$ cat src/rtl/latch_seq_pkg.sv
// Shared types and defaults for the latch write sequencer.
package latch_seq_pkg;
  typedef enum logic [1:0] {IDLE, SETUP, GATE, HOLD} seq_state_t;

  localparam int N_REQ_D       = 4;
  localparam int N_LATCH_D     = 4;
  localparam int DATA_W_D      = 8;
  localparam int GATE_CYCLES_D = 2;

  // Index width that never collapses to zero bits.
  function automatic int clog2_min1(input int n);
    return (n > 1) ? $clog2(n) : 1;
  endfunction
endpackage

$ cat src/rtl/rr_arbiter.sv
// Combinational round-robin arbiter: first eligible request at or after ptr, wrapping.
module rr_arbiter
  import latch_seq_pkg::*;
#(
  parameter  int N_REQ = N_REQ_D,
  localparam int PW    = clog2_min1(N_REQ)
)(
  input  logic [N_REQ-1:0] req,
  input  logic [N_REQ-1:0] mask,
  input  logic [PW-1:0]    ptr,
  output logic [N_REQ-1:0] grant,
  output logic [PW-1:0]    idx,
  output logic             valid
);
  logic [N_REQ-1:0] elig;
  assign elig = req & ~mask;

  always_comb begin
    grant = '0;
    idx   = '0;
    valid = 1'b0;
    for (int i = 0; i < N_REQ; i++) begin
      if (!valid && elig[(int'(ptr) + i) % N_REQ]) begin
        valid = 1'b1;
        grant[(int'(ptr) + i) % N_REQ] = 1'b1;
        idx   = PW'((int'(ptr) + i) % N_REQ);
      end
    end
  end
endmodule

$ cat src/rtl/latch_write_sequencer.sv
// Arbitrates N_REQ writers onto a shared latch bank and sequences SETUP/GATE/HOLD
// so D is stable around every gate pulse. All outputs are registered.
module latch_write_sequencer
  import latch_seq_pkg::*;
#(
  parameter  int N_REQ       = N_REQ_D,
  parameter  int N_LATCH     = N_LATCH_D,
  parameter  int DATA_W      = DATA_W_D,
  parameter  int GATE_CYCLES = GATE_CYCLES_D,
  localparam int AW          = clog2_min1(N_LATCH),
  localparam int PW          = clog2_min1(N_REQ),
  localparam int CW          = clog2_min1(GATE_CYCLES)
)(
  input  logic                      clk,
  input  logic                      reset,
  input  logic [N_REQ-1:0]          req,
  input  logic [N_REQ*AW-1:0]       addr,
  input  logic [N_REQ*DATA_W-1:0]   wdata,
  output logic [N_REQ-1:0]          ack,
  output logic                      err,
  output logic [DATA_W-1:0]         latch_d,
  output logic [N_LATCH-1:0]        latch_g,
  output logic                      busy
);
  seq_state_t state, state_nxt;

  logic [N_REQ-1:0][AW-1:0]     addr_v;
  logic [N_REQ-1:0][DATA_W-1:0] wdata_v;
  assign addr_v  = addr;
  assign wdata_v = wdata;

  logic [PW-1:0]      ptr, ptr_nxt, win, win_nxt;
  logic [AW-1:0]      cap_addr, cap_addr_nxt;
  logic [CW-1:0]      gcnt, gcnt_nxt;
  logic [DATA_W-1:0]  d_nxt;
  logic [N_LATCH-1:0] g_nxt;
  logic [N_REQ-1:0]   ack_nxt;
  logic               err_nxt, addr_ok;

  logic [N_REQ-1:0] arb_mask, arb_grant;
  logic [PW-1:0]    arb_idx;
  logic             arb_valid;

  // In HOLD the finishing winner still holds req; keep it out of the next round.
  always_comb begin
    arb_mask = '0;
    if (state == HOLD) arb_mask[win] = 1'b1;
  end

  rr_arbiter #(.N_REQ(N_REQ)) u_arb (
    .req   (req),
    .mask  (arb_mask),
    .ptr   (ptr),
    .grant (arb_grant),
    .idx   (arb_idx),
    .valid (arb_valid)
  );

  always_comb begin
    state_nxt    = state;
    ptr_nxt      = ptr;
    win_nxt      = win;
    cap_addr_nxt = cap_addr;
    gcnt_nxt     = gcnt;
    d_nxt        = latch_d;
    g_nxt        = '0;
    ack_nxt      = '0;
    err_nxt      = 1'b0;

    case (state)
      SETUP: begin
        state_nxt = GATE;
        gcnt_nxt  = '0;
      end
      GATE: begin
        if (gcnt == CW'(GATE_CYCLES - 1)) state_nxt = HOLD;
        else                              gcnt_nxt  = gcnt + 1'b1;
      end
      default: begin // IDLE and HOLD both arbitrate
        state_nxt = IDLE;
        if (arb_valid) begin
          state_nxt    = SETUP;
          win_nxt      = arb_idx;
          cap_addr_nxt = addr_v[arb_idx];
          d_nxt        = wdata_v[arb_idx];
          ptr_nxt      = (arb_idx == PW'(N_REQ - 1)) ? '0 : arb_idx + 1'b1;
        end
      end
    endcase

    // Outputs are decoded from the next state so they come straight from flops.
    addr_ok = int'(cap_addr_nxt) < N_LATCH;
    if (state_nxt == GATE && addr_ok) g_nxt[cap_addr_nxt] = 1'b1;
    if (state_nxt == HOLD) begin
      ack_nxt[win_nxt] = 1'b1;
      err_nxt          = !addr_ok;
    end
  end

  always_ff @(posedge clk) begin
    if (reset) begin
      state    <= IDLE;
      ptr      <= '0;
      win      <= '0;
      cap_addr <= '0;
      gcnt     <= '0;
      ack      <= '0;
      err      <= 1'b0;
      latch_d  <= '0;
      latch_g  <= '0;
      busy     <= 1'b0;
    end else begin
      state    <= state_nxt;
      ptr      <= ptr_nxt;
      win      <= win_nxt;
      cap_addr <= cap_addr_nxt;
      gcnt     <= gcnt_nxt;
      ack      <= ack_nxt;
      err      <= err_nxt;
      latch_d  <= d_nxt;
      latch_g  <= g_nxt;
      busy     <= (state_nxt != IDLE);
    end
  end
endmodule
$ cat config.mk
export PLATFORM = sky130hd
export DESIGN_NAME = latch_write_sequencer
export DESIGN_NICKNAME = d
export VERILOG_FILES = /design/src/rtl/latch_seq_pkg.sv /design/src/rtl/rr_arbiter.sv /design/src/rtl/latch_write_sequencer.sv
export SDC_FILE = /design/constraint.sdc
export NUM_CORES = 1
export LEC_CHECK = 0
export ABC_AREA = 0
export CORE_ASPECT_RATIO = 1.2
export CORE_MARGIN = 4
export CORE_UTILIZATION = 37
export CTS_CLUSTER_DIAMETER = 40
export DETAILED_ROUTE_END_ITERATION = 12
export PLACE_DENSITY = 0.78
export SYNTH_ARGS = -nofsm -noshare
export SYNTH_HDL_FRONTEND = slang
export SYNTH_SLANG_ARGS = --single-unit
export TNS_END_PERCENT = 20
$ cat constraint.sdc
create_clock -name clk -period 2.1 [get_ports clk]
set_clock_uncertainty 0.1 [all_clocks]
set_input_delay 0.315 -clock clk [delete_from_list [all_inputs] [get_ports clk]]
set_output_delay 0.315 -clock clk [all_outputs]
set_load 0.1 [all_outputs]
==> impl_results.md, run 1 <==
* Status: finished, violations left
* Failing checks: negative setup slack
* Worst path required time at roughly 2.2 ns
* WL/cell at 13.73 um
* GP Congestion at around 0.81
* Clk buf depth at 2
* Vias in the first global route at between 1000 and 1500
* DR pass1 iterations at 4
* Cell Area, Synth at 1410 um2
* Hold Slack at around 0.38 ns
* Critical path buffer and inverter count at 2
* Pwr Density at about 1300 nW/um2
* Core area at between 3000 and 4000 um2
* DP HPWL at about 2900 um
* Layout area overhead at 69.30%
* Hold Violations, Final at 0
* Fin nets at approximately 280
* Clk slew on worst S/H paths at roughly 0.09 ns
* Delay-heaviest family, CP: compound AO/OA/AOI/OAI gates
* Measured slew at the worst slew-check pin at 0.7535 ns
* Arrival time worst endpoint at about 2.3 ns
* Synth area leaders: dfxtp_1, mux2i_1, a2bb2oi_1
* H-tree levels at 1
* GR Overflow Total at 0
* Worst Setup End Kind: register
* Initial antenna violation count at 0
* Fin crit share at 104.7%
* Share of cells above drive strength 1 at between 30% and 40%
* Violation count after the first detailed-route iteration at 63
* First-pass GRT wire length at between 6000 and 7000 um
* Slowest stage delay, CP at approximately 0.35 ns
* Commonest cells post-synth: dfxtp_1, mux2i_1, nor2_1
* RSZ-0062 raised after global routing: true
* Slew HR at between 40% and 50%
* CP max FO at 10
* Io pins at 64
* TNS Setup at -0.5364 ns
* Post-synthesis sequential area ratio at between 30% and 40%
* Port bufs at 62
* Avg Inst Size Synth at roughly 9.7 um2
* Worst Path Class, Setup: reg -> reg
* Largest net degree at the start of global routing at 16
* Layout fillers at around 300
* Routed wire length at roughly 4000 um
* CTS tree: built
* Site row count at 24
* Gr usage total at between 15 and 20%
* Via count at approximately 1500
* DR vias/cell at ~5
* Critical-path cell list: ha_4, buf_4, nand3b_1, a22oi_2, a311oi_4, buf_12, mux2i_1, o22ai_1, a31o_1
* Count of cell types in the netlist at 45
* Ys async rst share at 0%
* Starting Density at about two fifths
* Number of synthesized flops with an enable pin at 0
* Critical path launch point type: register
* Most common cell in the netlist: dfxtp_1
* Gate Count Post-Synth at between 100 and 150
* Yosys top cell area share at between 30 and 40%
* Cell accounting for the most synthesized area: dfxtp_1
* DIE AREA at 4867 um2
* PnR worst setup slack at -0.09932 ns
* Warnings, synthesis at 0
* Setup violations, final at 10
* Ant. Diodes at 0
* Slowest stage cell, crit path: dfxtp_2
* Hold WC Path Type: reg -> reg
* Final Max Tran Viols at 0
* Post-route minimum period at around 2.2 ns
* Root buf cell: clkbuf_8
* Post-synth top flop: dfxtp_1
* VDD IR max at ~0.66 mV
* Clock sink count at 26
* Maxcap violations at 0
* Routed Antenna Nets at 0
* Multi-input logic area at between 800 and 900 um2
* Seq cells post-synth at 26
* CTS buffer count at 3
* Achievable Freq at between 0.4 and 0.5 GHz
* Reg area at 523.0 um2
* Pleak at around 1.0 nW
* Die width at between 60 and 70 um
* DRC at 0
* Synth Net Count at 194
* Worst skew pair latency at 0.27 ns
* Chip Height at 75.63 um
-- cells by family after synthesis --
| logic type | share of synthesized area, % |
|---|---|
| buffers and inverters | 6.210 |
| AOI/OAI and AO/OA | 25.29 |
| DFF | 36.91 |
| muxes | 14.20 |
| xor gates and xnor gates | 0.6212 |
| other | 0.2659 |
| and+or+nand+nor | 14.73 |
| adders and majority gates | 1.774 |
-- registers in the layout, summed over array words and instances, names as in the netlist --
| name | cells |
|---|---|
| latch_d | 8 |
| ack | 4 |
| latch_g | 4 |
| cap_addr | 2 |
| ptr | 2 |
| state | 2 |
| win | 2 |
| busy | 1 |
| gcnt | 1 |
-- final timing paths --
check / from / endpoint / slack (ns) / depth (start not counted)
worst max-delay path: state[0] / cap_addr[0] / -0.1 / 9
worst min-delay path: cap_addr[1] / latch_g[0] / 0.38 / 1
worst max register to register: state[0] / cap_addr[0] / -0.1 / 9
worst min register to register: cap_addr[1] / latch_g[0] / 0.38 / 1
-- worst register-to-register path, stage by stage (launching register included) --
cell and delay, ns:
dfxtp_2 0.35, ha_4 0.16, buf_4 0.13, nand3b_1 0.16, a22oi_2 0.13, a311oi_4 0.34, buf_12 0.19, mux2i_1 0.26
o22ai_1 0.10, a31o_1 0.18
-- final cells by class --
type	count	share of cell area, %
clock inverter	1	1.258
clock buffer	3	1.730
inverter	4	0.6289
timing repair buffer	91	36.06
sequential	26	21.91
multi-input combinational	107	35.69
tap	52	2.725
-- per-stage QoR --
| stage | setup slack, ns | utilization, % | power [W] | instances | instance area, um2 |
|---|---|---|---|---|---|
| final | -0.09932 | 65.16 | 0.003214 | 284 | 2387 |
| after global routing | -0.1622 | 65.16 | 0.003379 | 284 | 2387 |
| after CTS | -0.09041 | 64.58 | 0.003176 | 284 | 2366 |
| after detailed placement | -0.3683 | 59.77 | 0.002612 | 275 | 2190 |
| after global placement | -0.3773 | 59.77 | 0.002584 | 275 | 2190 |
| after floorplan | 0.0006468 | - | 0.002060 | 146 | 1414 |
-- power breakdown --
| part | internal, W | total (W) | leakage (nW) | switching [W] |
|---|---|---|---|---|
| sequential | 0.000641 | 0.000740 | 0.214 | 0.0000996 |
| clock | 0.000255 | 0.000418 | 0.0357 | 0.000163 |
| combinational | 0.000837 | 0.00206 | 0.749 | 0.00122 |
-- placed cells by master (no fill, tap or decap), types with 3 or more instances in the layout --
master	Yosys	layout
nand2_1	10	8
dfxtp_1	26	24
o21ai_0	4	3
buf_12	0	3
o21ai_1	8	9
nor3_1	4	4
o21a_1	3	3
mux2i_1	20	20
inv_1	4	4
nor2_1	13	12
clkdlybuf4s50_1	0	45
clkbuf_8	0	3
a2bb2oi_1	8	8
buf_4	2	40
-- layer usage --
metal	GRT usage, %	part of all wire, %	vias up
met5	0	0	-
met4	4.695	1.2	0
met3	3.982	8.1	8
met2	32.22	54	64
met1	17.41	37	671
li1	-	-	709
-- timing repair --
item	in CTS	in global routing
pin swaps	4	2
endpoints found under the setup margin	15	17
gates cloned	1	0
resized for setup	11	6
setup buffers	4	0
hold buffers	0	0
Note: power is estimated with default switching activity, not from simulation.
==> run 2, diff against run 1 <==
--- a/config.mk
+++ b/config.mk
@@ -7,11 +7,11 @@
 export LEC_CHECK = 0
 export ABC_AREA = 0
 export CORE_ASPECT_RATIO = 1.2
-export CORE_MARGIN = 4
 export CORE_UTILIZATION = 37
 export CTS_CLUSTER_DIAMETER = 40
 export DETAILED_ROUTE_END_ITERATION = 12
 export PLACE_DENSITY = 0.78
+export REMOVE_ABC_BUFFERS = 1
 export SYNTH_ARGS = -nofsm -noshare
 export SYNTH_HDL_FRONTEND = slang
 export SYNTH_SLANG_ARGS = --single-unit
==> run 2 against run 1 <==
Net effect: the flow still finishes with violations (negative setup slack); clock power is 1% lower; combinational power is 3% higher; via count is 0.96% lower; register-to-register slack better by 0.04 ns; power is 2.6% higher; critical path type unchanged; die area is 17% lower; hold slack better by 0.0050 ns; sequential cell count stayed put.
==> impl_results.md, run 2 (same netlist as run 1, synthesis figures left out) <==
* Status: finished, violations left (unchanged)
* Failing checks: negative setup slack (unchanged)
* Largest net degree at the start of global routing at 16 (unchanged)
* Clock sink count at 26 (unchanged)
* Gr usage total at 19.27% (was 16.38%)
* Combinational share of power at 64.7% (was 64.0%)
* Clk buf depth at 2 (unchanged)
* Worst skew pair latency at 0.27 ns (about the same)
* Ant. Diodes at 0 (unchanged)
* Clock power share at 12.6% (was 13.0%)
* Crit-path most repeated cell: buf_4
* Critical path launch point type: register (unchanged)
* Pwr Density at 1346 nW/um2 (about the same)
* H-tree levels at 1 (unchanged)
* DR pass1 iterations at 4 (unchanged)
* DIE AREA at 4063 um2 (was 4867 um2)
* FF-to-FF setup slack at -0.06 ns (was -0.1 ns)
* Worst hold start: latch_d[7] (was cap_addr[1])
* CTS tree: built (unchanged)
* Layout area overhead at 73.74% (was 69.30%)
* Sequential power share at 22.7% (was 23.0%)
* Hold Violations, Final at 0 (unchanged)
* Final Max Tran Viols at 0 (unchanged)
* Initial antenna violation count at 0 (unchanged)
* Worst hold stages at 2 (was 1)
* Violation count after the first detailed-route iteration at 42 (was 63)
* Delay-heaviest family, CP: compound AO/OA/AOI/OAI gates (unchanged)
* Layout fillers at 285 (was 302)
* NetSw at 0.001508 W (was 0.001482 W)
* Site row count at 24 (unchanged)
* Post-DP Area at 2171 um2 (was 2190 um2)
* RSZ-0062 raised after global routing: true (unchanged)
* GP Congestion at 0.8369 (was 0.8071)
* Starting Density at 38.81% (was 38.49%)
* Clk slew on worst S/H paths at 0.09 ns (about the same)
* GR Overflow Total at 0 (unchanged)
* Via count at 1438 (was 1452)
* DRC at 0 (unchanged)
* Worst Path Class, Setup: reg -> reg (unchanged)
* Slowest stage cell, crit path: o311a_4 (was dfxtp_2)
* Cells on worst reg2reg path at 10 (was 9)
* VDD IR max at 0.6263 mV (was 0.6594 mV)
* Critical-path cell list: ha_4, buf_4, nand3b_1, buf_4, nand2_1, o311a_4, buf_12, and3_1, o2111ai_1, o221ai_1 (was ha_4, buf_4, nand3b_1, a22oi_2, a311oi_4, buf_12, mux2i_1, o22ai_1, a31o_1)
* Maxcap violations at 0 (unchanged)
* Vias in the first global route at 1432 (was 1449)
* Hold Slack at 0.3848 ns (was 0.3798 ns)
* Routed wire length at 3912 um (was 3899 um)
* Hold EP: latch_d[7] (was latch_g[0])
* Total internal power at 0.001789 W (was 0.001732 W)
* Post-route minimum period at 2.163 ns (was 2.199 ns)
* Share of cells above drive strength 1 at 34.19% (was 30.60%)
* CTS buffer count at 3 (unchanged)
* Measured slew at the worst slew-check pin at 0.5323 ns (was 0.7535 ns)
* Pleak at 1.009 nW (was 0.9987 nW)
* Core Util, Final at 67.42% (was 65.16%)
* Worst path required time at 2.15 ns (was 2.18 ns)
* Fin nets at 283 (was 281)
* CP max FO at 5 (was 10)
* Placed cell count at 273 (was 275)
* Critical path buffer and inverter count at 3 (was 2)
* Max FFs per register at 8 (unchanged)
* R2r endpoint: cap_addr[1] (was cap_addr[0])
* First-pass GRT wire length at 6154 um (was 6244 um)
* Arrival time worst endpoint at 2.21 ns (was 2.27 ns)
* Switching Share at 45.74% (was 46.10%)
* Die width at 58.36 um (was 64.36 um)
* Chip Height at 69.63 um (was 75.63 um)
* Critical R2R Launch: state[0] (unchanged)
* Core area at 3633 um2 (was 3664 um2)
* Commonest non-fill, non-tap cell in the layout: clkdlybuf4s50_1 (unchanged)
* Port bufs at 62 (unchanged)
* DP HPWL at 2706 um (was 2899 um)
* Final Cell Area at 2450 um2 (was 2387 um2)
* PnR worst setup slack at -0.06288 ns (was -0.09932 ns)
* DR vias/cell at 5.028 (was 5.113)
* Top reg by flops: latch_d (unchanged)
* Routed Antenna Nets at 0 (unchanged)
* Hold WC Path Type: reg -> reg (unchanged)
* Fin cells at 286 (was 284)
* Root buf cell: clkbuf_8 (unchanged)
* Slowest stage delay, CP at 0.38 ns (was 0.35 ns)
* Biggest regs: latch_d x8, ack x4, latch_g x4 (unchanged)
* Worst Setup End Kind: register (unchanged)
* Slew HR at 64.14% (was 49.24%)
* Setup violations, final at 11 (was 10)
* Achievable Freq at 0.4623 GHz (was 0.4547 GHz)
* Io pins at 64 (unchanged)
* Commonest non-fill, non-tap cells in the layout: clkdlybuf4s50_1, buf_4, dfxtp_1 (unchanged)
* Fin crit share at 103.0% (was 104.7%)
* WL/cell at 13.68 um (was 13.73 um)
==> run 2: cell count changes in the layout (fill, tap and decap cells not counted), sizes merged <==
cell / previous run / this run
buf: 46 / 47
clkbuf: 3 / 4
==> run 2: worst register-to-register path, stage by stage, from the launching register on <==
cell,delay (ns)
dfxtp_2,0.35
ha_4,0.17
buf_4,0.13
nand3b_1,0.13
buf_4,0.14
nand2_1,0.05
o311a_4,0.38
buf_12,0.14
and3_1,0.16
o2111ai_1,0.18
o221ai_1,0.13
==> run 2: power groups by stage <==
stage          logic, W  registers (W)  clock network (W)
2_1_floorplan  0.000719        0.00127                  0
3_3_place_gp    0.00184       0.000735                  0
3_5_place_dp    0.00187       0.000738                  0
4_1_cts         0.00202       0.000742           0.000418
5_1_grt         0.00226       0.000768           0.000436
6_report        0.00213       0.000750           0.000414
==> run 2: per-layer routing <==
metal  up-vias  part of all wire, %  global-route usage (%)
li1        717                    -                       -
met1       646                   39                   21.42
met2        66                   52                   35.89
met3         9                  7.1                   4.104
met4         0                  1.7                   5.026
met5         -                    0                       0
==> run 2: worst max path at each step <==
stage	startpoint	endpoint	depth (start not counted)
3_3_place_gp	req[0]	cap_addr[1]	8
6_report	state[0]	cap_addr[1]	10
4_1_cts	req[0]	cap_addr[1]	8
5_1_grt	state[0]	cap_addr[0]	9
2_1_floorplan	state[0]	cap_addr[0]	7
3_5_place_dp	req[0]	cap_addr[1]	8
==> run 2: timing repair <==
action / 4_1_cts / 5_1_grt
hold buffers: 0 / 0
endpoints found under the setup margin: 16 / 15
setup buffers: 6 / 3
pin swaps: 8 / 6
gates cloned: 1 / 1
gates resized for setup: 16 / 14
hold endpoints to repair: 0 / 0
==> run 2: metrics by stage <==
step | setup TNS (ns) | worst slack (ns) | total power (W)
2_1_floorplan | -5.835 | -0.5729 | 0.001988
3_3_place_gp | -4.102 | -0.3932 | 0.002578
3_5_place_dp | -4.206 | -0.3785 | 0.002604
4_1_cts | -0.1075 | -0.02714 | 0.003175
5_1_grt | -1.796 | -0.1759 | 0.003463
6_report | -0.4613 | -0.06288 | 0.003297
==> run 2: area by class of cell <==
cell class / instances / area (um2) / share of cell area [%]
Clock buffer: 3 / 41.29 / 1.685
Tap cell: 52 / 65.06 / 2.656
Sequential cell: 26 / 523.0 / 21.35
Inverter: 4 / 15.01 / 0.6129
Timing Repair Buffer: 93 / 864.6 / 35.29
Clock inverter: 1 / 30.03 / 1.226
Multi-Input combinational cell: 107 / 910.9 / 37.18
==> run 3, diff against run 2 <==
--- a/config.mk
+++ b/config.mk
@@ -6,11 +6,12 @@
 export NUM_CORES = 1
 export LEC_CHECK = 0
 export ABC_AREA = 0
+export CAP_MARGIN = 20
 export CORE_ASPECT_RATIO = 1.2
 export CORE_UTILIZATION = 37
 export CTS_CLUSTER_DIAMETER = 40
 export DETAILED_ROUTE_END_ITERATION = 12
-export PLACE_DENSITY = 0.78
+export PLACE_DENSITY = 0.75
 export REMOVE_ABC_BUFFERS = 1
 export SYNTH_ARGS = -nofsm -noshare
 export SYNTH_HDL_FRONTEND = slang
==> constraint.sdc (replaced) <==
create_clock -name clk -period 2.15 [get_ports clk]
set_clock_uncertainty 0.1 [all_clocks]
set_input_delay 0.3225 -clock clk [delete_from_list [all_inputs] [get_ports clk]]
set_output_delay 0.3225 -clock clk [all_outputs]
set_load 0.1 [all_outputs]
==> run 3 against run 2 <==
Net effect: the flow still finishes with violations (negative setup slack); combinational power decreased by 12%; die area unchanged; utilization decreased by 4.1 points; sequential share of layout area increased by 1.4 points; setup slack improved by 0.047 ns; largest cell class unchanged; largest power group unchanged; highest routed layer unchanged.
==> impl_results.md, run 3 (same netlist as run 1, synthesis figures left out) <==
* Ant. Diodes at 0 (unchanged)
* First-pass GRT wire length at 6044 um (was 6154 um)
* Slowest stage delay, CP at 0.39 ns (was 0.38 ns)
* DP HPWL at 2917 um (was 2706 um)
* Hold Violations, Final at 0 (unchanged)
* Slowest stage cell, crit path: a211o_2 (was o311a_4)
* Worst path required time at 2.27 ns (was 2.15 ns)
* DRC at 0 (unchanged)
* Final Max Tran Viols at 0 (unchanged)
* RSZ-0062 raised after global routing: true (unchanged)
* Biggest regs: latch_d x8, ack x4, latch_g x4 (unchanged)
* Routed wire length at 3778 um (was 3912 um)
* Final Cell Area at 2300 um2 (was 2450 um2)
* Total power at 0.003011 W (was 0.003297 W)
* WL met2 at 1970 um (was 2049 um)
* Hold WC Path Type: reg -> reg (unchanged)
* Critical path launch point type: register (unchanged)
* Gr usage total at 19.11% (was 19.27%)
* Violation count after the first detailed-route iteration at 23 (was 42)
* Max FFs per register at 8 (unchanged)
* Pleak at 0.9548 nW (was 1.009 nW)
* Root buf cell: clkbuf_8 (unchanged)
* WL/cell at 13.74 um (was 13.68 um)
* Fin nets at 272 (was 283)
* Clk slew on worst S/H paths at 0.09 ns (about the same)
* Hold_buf cts at 0 (unchanged)
* Chip Height at 69.63 um (unchanged)
* Die width at 58.36 um (unchanged)
* DR pass1 iterations at 4 (unchanged)
* VDD IR max at 0.6577 mV (was 0.6263 mV)
* Core Util, Final at 63.29% (was 67.42%)
* Placed cell count at 267 (was 273)
* Pwr Density at 1309 nW/um2 (was 1346 nW/um2)
* Failing checks: negative setup slack (unchanged)
* Setup violations, final at 2 (was 11)
* Post-route minimum period at 2.165 ns (was 2.163 ns)
* Port bufs at 62 (unchanged)
* Slew HR at 58.42% (was 64.14%)
* Measured slew at the worst slew-check pin at 0.6172 ns (was 0.5323 ns)
* Commonest non-fill, non-tap cell in the layout: clkdlybuf4s50_1 (unchanged)
* Arrival time worst endpoint at 2.29 ns (was 2.21 ns)
* Fin crit share at 100.7% (was 103.0%)
* Vias in the first global route at 1425 (was 1432)
* Layout fillers at 297 (was 285)
* Status: finished, violations left (unchanged)
* Hold Slack at 0.3810 ns (was 0.3848 ns)
* Layout area overhead at 63.09% (was 73.74%)
* Starting Density at 38.81% (unchanged)
* CTS tree: built (unchanged)
* Worst Setup End Kind: register (unchanged)
* Reg area at 523.0 um2 (unchanged)
* Share of cells above drive strength 1 at 26.01% (was 34.19%)
* Met1 wire length at 1454 um (was 1519 um)
* Initial antenna violation count at 0 (unchanged)
* Io pins at 64 (unchanged)
* Worst skew pair latency at 0.27 ns (about the same)
* Site row count at 24 (unchanged)
* GP Congestion at 0.7853 (was 0.8369)
* Critical-path cell list: ha_4, and3b_2, buf_4, nor2_1, o311a_4, a211o_2, o22ai_1, a31o_1 (was ha_4, buf_4, nand3b_1, buf_4, nand2_1, o311a_4, buf_12, and3_1, o2111ai_1, o221ai_1)
* Post-DP Area at 2113 um2 (was 2171 um2)
* Achievable Freq at 0.4618 GHz (was 0.4623 GHz)
* Multi-input logic area at 845.8 um2 (was 910.9 um2)
* Maxcap violations at 0 (unchanged)
* PnR worst setup slack at -0.01550 ns (was -0.06288 ns)
* Core area at 3633 um2 (unchanged)
* Routed Antenna Nets at 0 (unchanged)
* Via count at 1405 (was 1438)
* Commonest non-fill, non-tap cells in the layout: clkdlybuf4s50_1, buf_4, dfxtp_1 (unchanged)
* CTS buffer count at 3 (unchanged)
* Worst Path Class, Setup: reg -> reg (unchanged)
* Metal3 WL at 284 um (was 276 um)
* Fin cells at 275 (was 286)
* Top reg by flops: latch_d (unchanged)
* H-tree levels at 1 (unchanged)
* Clock sink count at 26 (unchanged)
* Highest Signal Layer: met4 (unchanged)
* GR Overflow Total at 0 (unchanged)
* DIE AREA at 4063 um2 (unchanged)
* DR vias/cell at 5.109 (was 5.028)
* Largest net degree at the start of global routing at 16 (unchanged)
* Clk buf depth at 2 (unchanged)
* CP max FO at 9 (was 5)
## run 3: cell types whose count changed in the layout (fill, tap and decap cells not counted), moves of 4 or more
| cell | delta |
|---|---|
| a2bb2oi_1 | +4 |
| a2bb2oi_2 | -4 |
| buf_4 | -10 |
| mux2i_1 | +4 |
| mux2i_2 | -4 |
## run 3: report_power, final
| part | switching, W | leakage, nW | internal, W |
|---|---|---|---|
| combinational | 0.00112 | 0.705 | 0.000752 |
| sequential | 0.000106 | 0.214 | 0.000626 |
| clock | 0.000153 | 0.0357 | 0.000249 |
## run 3: worst max-delay path: cells and delay by family (launching register included)
kind / cells / cell delay (ns)
AOI/OAI and AO/OA: 4 / 1.04
adders and majority gates: 1 / 0.15
DFF: 1 / 0.36
buffers and inverters: 1 / 0.16
and+or+nand+nor: 2 / 0.30
## run 3: area by class of cell
class | count | share of cell area (%)
clock buffer | 3 | 1.795
clock inverter | 1 | 1.306
inverter | 4 | 0.6529
multi-input combinational | 107 | 36.78
sequential | 26 | 22.74
tap | 52 | 2.829
timing repair buffer | 82 | 33.90
## run 3: path summary, 6_finish.rpt
path                from     endpoint  slack [ns]  cells after the start
max             state[0]  cap_addr[0]       -0.02                      8
min          cap_addr[1]   latch_g[0]        0.38                      1
max reg2reg     state[0]  cap_addr[0]       -0.02                      8
min reg2reg  cap_addr[1]   latch_g[0]        0.38                      1
## run 3: repair_timing
action / in CTS / in global routing
gates resized for setup: 13 / 5
pin swaps: 2 / 6
setup buffers: 2 / 1
cloned: 1 / 0
endpoints found under the setup margin: 14 / 16
## run 3: through the flow
step,setup TNS (ns),setup slack [ns]
2_1_floorplan,-5.235,-0.5229
3_3_place_gp,-2.611,-0.2608
3_5_place_dp,-3.614,-0.3361
4_1_cts,-0.1038,-0.04919
5_1_grt,-1.139,-0.1738
6_report,-0.02147,-0.01550
## run 3: layer usage
metal | up-vias | GRT usage [%]
met5 | - | 0
met4 | 0 | 7.143
met3 | 8 | 5.410
met2 | 67 | 36.27
met1 | 641 | 18.84
li1 | 689 | -
